[src/rtl/store_narrow.sv]
// store_narrow: store-path narrowing unit between execute and a doubleword data memory
// that has no byte enables. Doubleword stores write directly; narrower stores read the
// containing doubleword, merge the new byte lanes in, and write it back.
//
// Optional feature macro: STORE_MISALIGN_TRAP_EN
//   defined   -> misaligned requests complete immediately with o_misaligned=1 and make no
//                memory access
//   undefined -> o_misaligned is absent; address bits below the access alignment are
//                cleared at accept and the store proceeds normally
//
// Ports:
//   i_clk, i_reset             clock, asynchronous active-high reset
//   i_req_valid / o_req_ready  store request handshake (ready only while idle)
//   i_addr, i_data, i_size     byte address, rs2 value, size (00 b, 01 h, 10 w, 11 d)
//   o_done                     one-cycle completion pulse
//   o_misaligned               trap flag, valid with o_done (macro builds only)
//   o_mem_addr                 doubleword-aligned memory address
//   o_mem_rd / i_mem_rdata / i_mem_rvalid   read request, held until rvalid
//   o_mem_wr / o_mem_wdata / i_mem_wack     write request, held until wack
module store_narrow #(
  parameter int unsigned ADDR_W = 64
) (
  input  logic              i_clk,
  input  logic              i_reset,
  input  logic              i_req_valid,
  output logic              o_req_ready,
  input  logic [ADDR_W-1:0] i_addr,
  input  logic [63:0]       i_data,
  input  logic [1:0]        i_size,
  output logic              o_done,
`ifdef STORE_MISALIGN_TRAP_EN
  output logic              o_misaligned,
`endif
  output logic [ADDR_W-1:0] o_mem_addr,
  output logic              o_mem_rd,
  input  logic [63:0]       i_mem_rdata,
  input  logic              i_mem_rvalid,
  output logic              o_mem_wr,
  output logic [63:0]       o_mem_wdata,
  input  logic              i_mem_wack
);

  localparam logic [1:0] SizeB = 2'b00;
  localparam logic [1:0] SizeH = 2'b01;
  localparam logic [1:0] SizeW = 2'b10;
  localparam logic [1:0] SizeD = 2'b11;

  typedef enum logic [1:0] {StIdle, StRead, StWrite, StDone} state_e;

  state_e            state_q;
  logic [ADDR_W-1:0] mem_addr_q;
  logic [2:0]        off_q;
  logic [1:0]        size_q;
  logic [63:0]       data_q;
  logic [63:0]       wdata_q;

  logic [2:0]        acc_off;
  logic [63:0]       mask;
  logic [5:0]        shamt;
  logic [63:0]       merged;

`ifdef STORE_MISALIGN_TRAP_EN
  logic              mis_q;
  logic              req_mis;

  always_comb begin
    req_mis = 1'b0;
    case (i_size)
      SizeH:   req_mis = i_addr[0];
      SizeW:   req_mis = |i_addr[1:0];
      SizeD:   req_mis = |i_addr[2:0];
      default: req_mis = 1'b0;
    endcase
  end
`endif

  // Byte offset within the doubleword with sub-alignment bits cleared. In trap builds a
  // misaligned request never reaches the merge, so clearing is harmless there too.
  always_comb begin
    acc_off = i_addr[2:0];
    case (i_size)
      SizeB:   acc_off = i_addr[2:0];
      SizeH:   acc_off = {i_addr[2:1], 1'b0};
      SizeW:   acc_off = {i_addr[2], 2'b00};
      default: acc_off = 3'b000;
    endcase
  end

  // Merge the narrowed store value into the doubleword returned by the read.
  always_comb begin
    mask = '1;
    case (size_q)
      SizeB:   mask = 64'h0000_0000_0000_00FF;
      SizeH:   mask = 64'h0000_0000_0000_FFFF;
      SizeW:   mask = 64'h0000_0000_FFFF_FFFF;
      default: mask = '1;
    endcase
    shamt  = {off_q, 3'b000};
    merged = (i_mem_rdata & ~(mask << shamt)) | ((data_q & mask) << shamt);
  end

  always_ff @(posedge i_clk or posedge i_reset) begin
    if (i_reset) begin
      state_q    <= StIdle;
      mem_addr_q <= '0;
      off_q      <= '0;
      size_q     <= '0;
      data_q     <= '0;
      wdata_q    <= '0;
`ifdef STORE_MISALIGN_TRAP_EN
      mis_q      <= 1'b0;
`endif
    end else begin
      case (state_q)
        StIdle: begin
          if (i_req_valid) begin
            mem_addr_q <= {i_addr[ADDR_W-1:3], 3'b000};
            off_q      <= acc_off;
            size_q     <= i_size;
            data_q     <= i_data;
`ifdef STORE_MISALIGN_TRAP_EN
            mis_q      <= req_mis;
            if (req_mis) begin
              state_q <= StDone;
            end else
`endif
            if (i_size == SizeD) begin
              // Full doubleword: nothing to preserve, skip the read.
              wdata_q <= i_data;
              state_q <= StWrite;
            end else begin
              state_q <= StRead;
            end
          end
        end
        StRead: begin
          if (i_mem_rvalid) begin
            wdata_q <= merged;
            state_q <= StWrite;
          end
        end
        StWrite: begin
          if (i_mem_wack) begin
            state_q <= StDone;
          end
        end
        StDone: begin
          state_q <= StIdle;
        end
        default: begin
          state_q <= StIdle;
        end
      endcase
    end
  end

  // Outputs decode directly from registered state, so reset drops them asynchronously.
  assign o_req_ready = (state_q == StIdle);
  assign o_mem_rd    = (state_q == StRead);
  assign o_mem_wr    = (state_q == StWrite);
  assign o_done      = (state_q == StDone);
  assign o_mem_addr  = mem_addr_q;
  assign o_mem_wdata = wdata_q;
`ifdef STORE_MISALIGN_TRAP_EN
  assign o_misaligned = (state_q == StDone) && mis_q;
`endif

endmodule

[config.mk]
export PLATFORM = sky130hd
export DESIGN_NAME = store_narrow
export DESIGN_NICKNAME = d
export VERILOG_FILES = /design/src/rtl/store_narrow.sv
export SDC_FILE = /design/constraint.sdc
export NUM_CORES = 1
export LEC_CHECK = 0
export CORE_UTILIZATION = 50
export DETAILED_ROUTE_END_ITERATION = 10
export PLACE_DENSITY = 0.83
export SYNTH_ARGS = -nofsm -noshare
export SYNTH_HDL_FRONTEND = slang
export SYNTH_SLANG_ARGS = --single-unit
[constraint.sdc]
create_clock -name i_clk -period 13.05 [get_ports i_clk]
set_clock_uncertainty 0.15 [all_clocks]
set_input_delay 2.61 -clock i_clk [delete_from_list [all_inputs] [get_ports i_clk]]
set_output_delay 2.61 -clock i_clk [all_outputs]
set_load 0.005 [all_outputs]
==> results of run 1 <==
## path summary, 6_finish.rpt
kind                                                 start                           to  depth (start not counted)
min in group asynchronous                          i_reset   o_mem_addr[18]$_DFFE_PP0P_                          2
worst max-delay path                state_q[1]$_DFFE_PP0P_                     o_mem_rd                          4
max in group asynchronous                          i_reset       state_q[1]$_DFFE_PP0P_                          3
worst min register to register  o_mem_wdata[6]$_DFFE_PP0P_   o_mem_wdata[6]$_DFFE_PP0P_                          2
worst max register to register      state_q[1]$_DFFE_PP0P_  o_mem_wdata[47]$_DFFE_PP0P_                          8
worst min-delay path            o_mem_wdata[6]$_DFFE_PP0P_   o_mem_wdata[6]$_DFFE_PP0P_                          2
## registers in the layout, indices dropped and copies added, names as in the netlist
register	cells
data_q	64
off_q	3
o_mem_wdata	64
size_q	2
state_q	2
o_mem_addr	61
## power breakdown
group | total (µW) | switching [µW] | internal (µW) | leakage [µW]
Sequential | 1200 | 276 | 924 | 0.00229
Combinational | 1900 | 964 | 933 | 0.00291
Clock | 500 | 247 | 254 | 0.000255
## cells by family (layout without fill, tap and decap cells)
kind of cell | Yosys count | after routing
compound gates | 244 | 244
fa+ha+maj | 5 | 5
buf+inv | 90 | 381
flops | 196 | 196
mux | 167 | 167
other cells | 1 | 3
simple gates | 223 | 223
## stage by stage
stage,utilization,setup slack [ns]
after detailed placement,0.6794,7.655
after floorplan,-,4.949
after CTS,0.7071,7.723
final,0.7071,7.733
after global routing,0.7071,7.592
after global placement,0.6794,7.715
## area by class of cell
class | count | share of cell area
Multi-Input combinational cell | 642 | 0.3380
Sequential cell | 196 | 0.3542
Tap cell | 265 | 0.02394
Clock buffer | 21 | 0.03252
Clock inverter | 11 | 0.006684
Timing Repair Buffer | 334 | 0.2401
Inverter | 15 | 0.004607
## routing by layer
| layer | vias up | routed length (µm) | GRT usage |
|---|---|---|---|
| li1 | 3992 | - | - |
| met1 | 4416 | 12180 | 0.3882 |
| met2 | 486 | 16590 | 0.5580 |
| met3 | 89 | 3118 | 0.09164 |
| met4 | 0 | 1288 | 0.1394 |
| met5 | - | 0 | 0 |
## worst max-delay path, cell delays in order (launching register included)
cell	delay [ns]
dfrtp_1	0.42
inv_1	0.13
ha_2	0.18
buf_4	0.72
clkdlybuf4s50_1	0.66
## placed cells by master (no fill, tap or decap), drive strengths merged, types with 14 or more instances in the layout
cell type	synthesis	routed
a211oi	23	23
a21oi	21	21
a221oi	29	29
a22oi	22	22
clkbuf	24	21
clkdlybuf4s50	0	327
dfrtp	196	196
inv	15	20
mux2	134	134
mux2i	33	33
nand2	79	79
nand3	20	20
nor2	48	48
nor3	52	52
o211ai	16	16
o21ai	66	66
o221ai	14	14
o22ai	30	30
==> results.md, run 1 <==
* Layout fillers at 1510
* Initial Util at 0.5120
* CTS Root Buffer Type: clkbuf_16
* Reg2reg setup slack at just under 10 ns
* Async SR Flop Fraction at 1.000
* I/O Pins at about 330
* Post-route insts no fill at between 1000 and 1500
* Yosys warning count at 0
* Final Slew Violations at 0
* Seq cells post-synth at 196
* Simple-gate area share of the yosys netlist at 0.1025
* Clock Path Buffers at 2
* Clock slew at reported path FFs at about 0.07 ns
* H-tree depth at 4
* Vias in the first global route at ~9000
* Multiplexer area fraction after synthesis at 0.1834
* Post-synth top area cell: dfrtp_1
* Leakage at 0.005454 µW
* Sequential cell area at 4906 µm²
* Fmax at ~190 MHz
* CP max FO at 90
* Initial antenna violation count at 1
* Gr usage total at 0.3279
* DP Wirelength at around 25 mm
* Peak VDD IR at 0.1509 mV
* Main combinational cell family by area after synthesis: multiplexers
* Die width at roughly 140 µm
* # DRC at 0
* Initial DRC Count at 777
* Overall Power at between 3000 and 4000 µW
* Gr ovfl total at 0
* Core ar. at slightly below 20000 µm²
* Synth top area cells: dfrtp_1 49%, mux2_2 15%, mux2i_1 3.3%, nand2_1 3.0%, nor3_1 2.5%
* CTS tree: done
* Most common cell in the netlist: dfrtp_1
* Register area share after synthesis at 0.4890
* Ys flop type: dfrtp_1
* Post-Synth XOR/XNOR Area at 0
* Combined area of the multi-input logic cells at 4682 µm²
* TNS Setup at 0 ns
* CTS Hold Bufs at 0
* CTS Buf Count at 17
* Max_cap viols at 0
* Final net count at ~1400
* Avg Vias per Cell at between 6 and 7
* Rows at slightly above 50
* Total die area at about 21000 µm²
* Startpoint types: register
* # resized after CTS at 0
* Post-Route WL at ~33 mm
* DRT Pass-1 Iters at 7
* Die Height at around 140 µm
* Synth Area in Compound Gates at 0.1718
* Worst Tran Pin Value at about 1 ns
* Crit. End Element: primary output
* Setup violators final at 0
* Postcts setup bufs at 0
* Adder-Cell Fraction of Synth Area at 0.006237
* Worst min path class: register to register
* Final Cycle Share at 0.4075
* Placed Cells at about 1500
* Status: finished, final reports clean
* Unrepaired setup endpoints after global routing: no
* First-pass GRT wire length at 50.16 mm
* Area after DPL at about 13000 µm²
* Layout cells sized above 1 at 0.1616
* Synth unique cells at 53
* Mapped Cells at 926
* Wire per inst at 22.36 µm
* Final ANT Viol Nets at 0
* Syn Std Cell Area at 10030 µm²
* List of most frequent post-synthesis cells: 196 x dfrtp_1, 134 x mux2_2, 79 x nand2_1, 50 x nor3_1, 47 x nor2_1
* Min Tclk post-route at about 5.3 ns
* Critical Path AT at 2.56 ns
* Post-synth EDFFs at 0
* Antenna diodes at 0
* Critical Path RT at around 10 ns
* Fin. Hold Viols at 0
* Largest net degree at the start of global routing at approximately 140
* Clk sinks at 196
* Clock Latency Late Sink at 0.44 ns
* Via count at 8983
* Share of Yosys cell area claimed by the top area cell type at 0.4890
* RePlAce Congestion at between 1 and 1.5
* Syn Area/Cell at between 10 and 15 µm²
* Hold slack at about 0.33 ns
* Crit Path Class: register to primary output
* Design Area, Final at around 14000 µm²
* Area growth syn-to-layout at 38.09%
* IO Port Bufs at 327
* Worst rel slew slack at 0.3157
* Power density over the cells at 259.6 nW/µm²
(Power assumes the default switching activity.)
==> run 2: changes to the inputs <==
Settings changed: CORE_UTILIZATION 50 to 47, PLACE_DENSITY 0.83 to 0.79.
Clock period 13.05 ns to 5.2 ns, I/O delays scaled along.
==> run 2 against run 1 <==
Net effect: global-route usage decreased by 2.1 points; largest cell class unchanged; combinational power rose to 2.5 times the previous value; register-to-register slack got worse by 7.6 ns; sequential share of layout area down 0.32 points; clock power grew to 2.6 times the previous value; hold slack gained 0.0051 ns; clock-buffer cell count decreased by 2; sequential power grew to 2.5 times the previous value; highest routed layer unchanged; first-iteration DRC count shrank 15%; power rose to 2.5 times the previous value.
==> results.md, run 2 (same netlist as run 1, synthesis figures left out) <==
* Crit. End Element: primary output
* Avg Vias per Cell at 5.980
* Area after DPL at between 10000 and 15000 µm²
* Setup violators final at 0
* Leakage at roughly 0.0055 µW
* Die width at ~150 µm
* Fmax at just under 300 MHz
* Initial antenna violation count at 0
* DP Wirelength at ~25 mm
* Via count at around 9000
* Reg2reg setup slack at around 2.1 ns
* RR Startpoint: size_q[0]$_DFFE_PP0P_
* First-pass GRT wire length at approximately 51 mm
* Total die area at approximately 22000 µm²
* Reg2reg end: o_mem_wdata[50]$_DFFE_PP0P_
* Leading cell types in the layout, fill and taps excluded: 327 x clkdlybuf4s50_1, 195 x dfrtp_1, 134 x mux2_2
* Clock Latency Late Sink at roughly 0.44 ns
* Critical Path AT at between 2 and 2.5 ns
* H-tree depth at 4
* Final ANT Viol Nets at 0
* CTS Hold Bufs at 0
* RePlAce Congestion at between 0.9 and 1
* Rows at 53
* Gr usage total at 0.3069
* Commonest non-fill, non-tap cell in the layout: clkdlybuf4s50_1
* Layout fillers at 1662
* CP max-delay cell: clkdlybuf4s50_1
* Die Height at roughly 150 µm
* Fin. Hold Viols at 0
* CP max FO at 49
* Startpoint types: register
* Area growth syn-to-layout at 39.37%
* Initial Util at 0.4787
* I/O Pins at 331
* Worst min path class: register to register
* Worst rel slew slack at 0.3232
* CTS Root Buffer Type: clkbuf_16
* Crit Path Class: register to primary output
* Max_cap viols at 0
* CTS tree: done
* Gr ovfl total at 0
* TNS Setup at 0 ns
* Hold path depth at 2
* Vias in the first global route at between 8000 and 9000
* Status: finished, final reports clean
* Largest net degree at the start of global routing at 85
* Crit path launch: state_q[1]$_DFFE_PP0P_
* Peak VDD IR at 0.3377 mV
* IO Port Bufs at between 300 and 400
* Min Tclk post-route at between 3 and 4 ns
* Critical Path RT at around 4 ns
* DRT Pass-1 Iters at 6
* Unrepaired setup endpoints after global routing: no
* # resized after CTS at 0
* Initial DRC Count at between 600 and 700
* CTS Buf Count at 17
* Clock Path Buffers at 2
* Post-Route WL at 33.45 mm
* Final net count at between 1000 and 1500
* # DRC at 0
* Combined area of the multi-input logic cells at around 4700 µm²
* R2R depth at 5
* Final Cycle Share at 0.6461
* Design Area, Final at about 14000 µm²
* Critical Path Max Stage Delay at roughly 0.6 ns
* Antenna diodes at 0
* Worst Tran Pin Value at roughly 1.0 ns
* Clock slew at reported path FFs at 0.07 ns
* Power density over the cells at 651.4 nW/µm²
* Worst hold start: o_mem_wdata[12]$_DFFE_PP0P_
* Worst Hold Path EP: o_mem_wdata[12]$_DFFE_PP0P_
* Clk sinks at around 200
* Layout cells sized above 1 at 0.1653
* Wire per inst at roughly 22 µm
* Worst-path cell chain: inv_1 -> ha_2 -> buf_4 -> clkdlybuf4s50_1
* Final Slew Violations at 0
* Postcts setup bufs at 0
* Sequential cell area at around 5000 µm²
* Core ar. at around 21000 µm²
[run 2: changes by cell type in the layout (fill, tap and decap cells not counted), moves of 2 or more]
| cell | delta |
|---|---|
| clkinv_4 | +3 |
| clkbuf_1 | -2 |
| buf_12 | +4 |
| clkinvlp_4 | -3 |
| clkinv_8 | +4 |
| inv_8 | -2 |
[run 2: cell type report]
type,count,share of cell area
clock buffers,19,0.03168
clock inverters,13,0.01047
well taps,275,0.02461
flip-flops and latches,196,0.3509
repair buffers,337,0.2431
multi-input cells,642,0.3349
inverters,15,0.004296
[run 2: where the power goes]
group	switching [µW]	leakage, µW	internal, µW
registers	714	0.00229	2320
clock network	661	0.000286	655
logic	2400	0.00293	2360
[run 2: worst max path at each step]
| stage | end | slack (ns) | depth (start not counted) |
|---|---|---|---|
| floorplan | data_q[0]$_DFFE_PP0P_ | 1.48 | 1 |
| global placement | o_mem_addr[34]$_DFFE_PP0P_ | 1.83 | 4 |
| detailed placement | o_mem_addr[3]$_DFFE_PP0P_ | 1.79 | 4 |
| CTS | o_mem_rd | 1.83 | 4 |
| global route | o_mem_rd | 1.76 | 4 |
| finish | o_mem_rd | 1.84 | 4 |
[run 2: worst max-delay path: cells and delay by family (launching register included)]
family / cells / cell delay [ns]
adders and majority gates: 1 / 0.19
buffers and inverters: 3 / 1.11
DFF: 1 / 0.42
[run 2: stage by stage]
stage          worst slack [ns]  power [µW]  std cells    util  hold WS, ns
2_1_floorplan             1.478        5688        928       -       0.3200
3_3_place_gp              1.827        7612       1465  0.6390       0.3131
3_5_place_dp              1.789        7744       1465  0.6390       0.3164
4_1_cts                   1.825        9086       1497  0.6671       0.3404
5_1_grt                   1.758        9617       1497  0.6671       0.3657
6_report                  1.840        9107       1497  0.6671       0.3367
[run 2: metal layers]
layer	vias up	wire (µm)	global-route usage
li1	3998	-	-
met1	4359	12630	0.3715
met2	517	16360	0.5209
met3	78	3287	0.07822
met4	0	1175	0.1263
met5	-	0	0
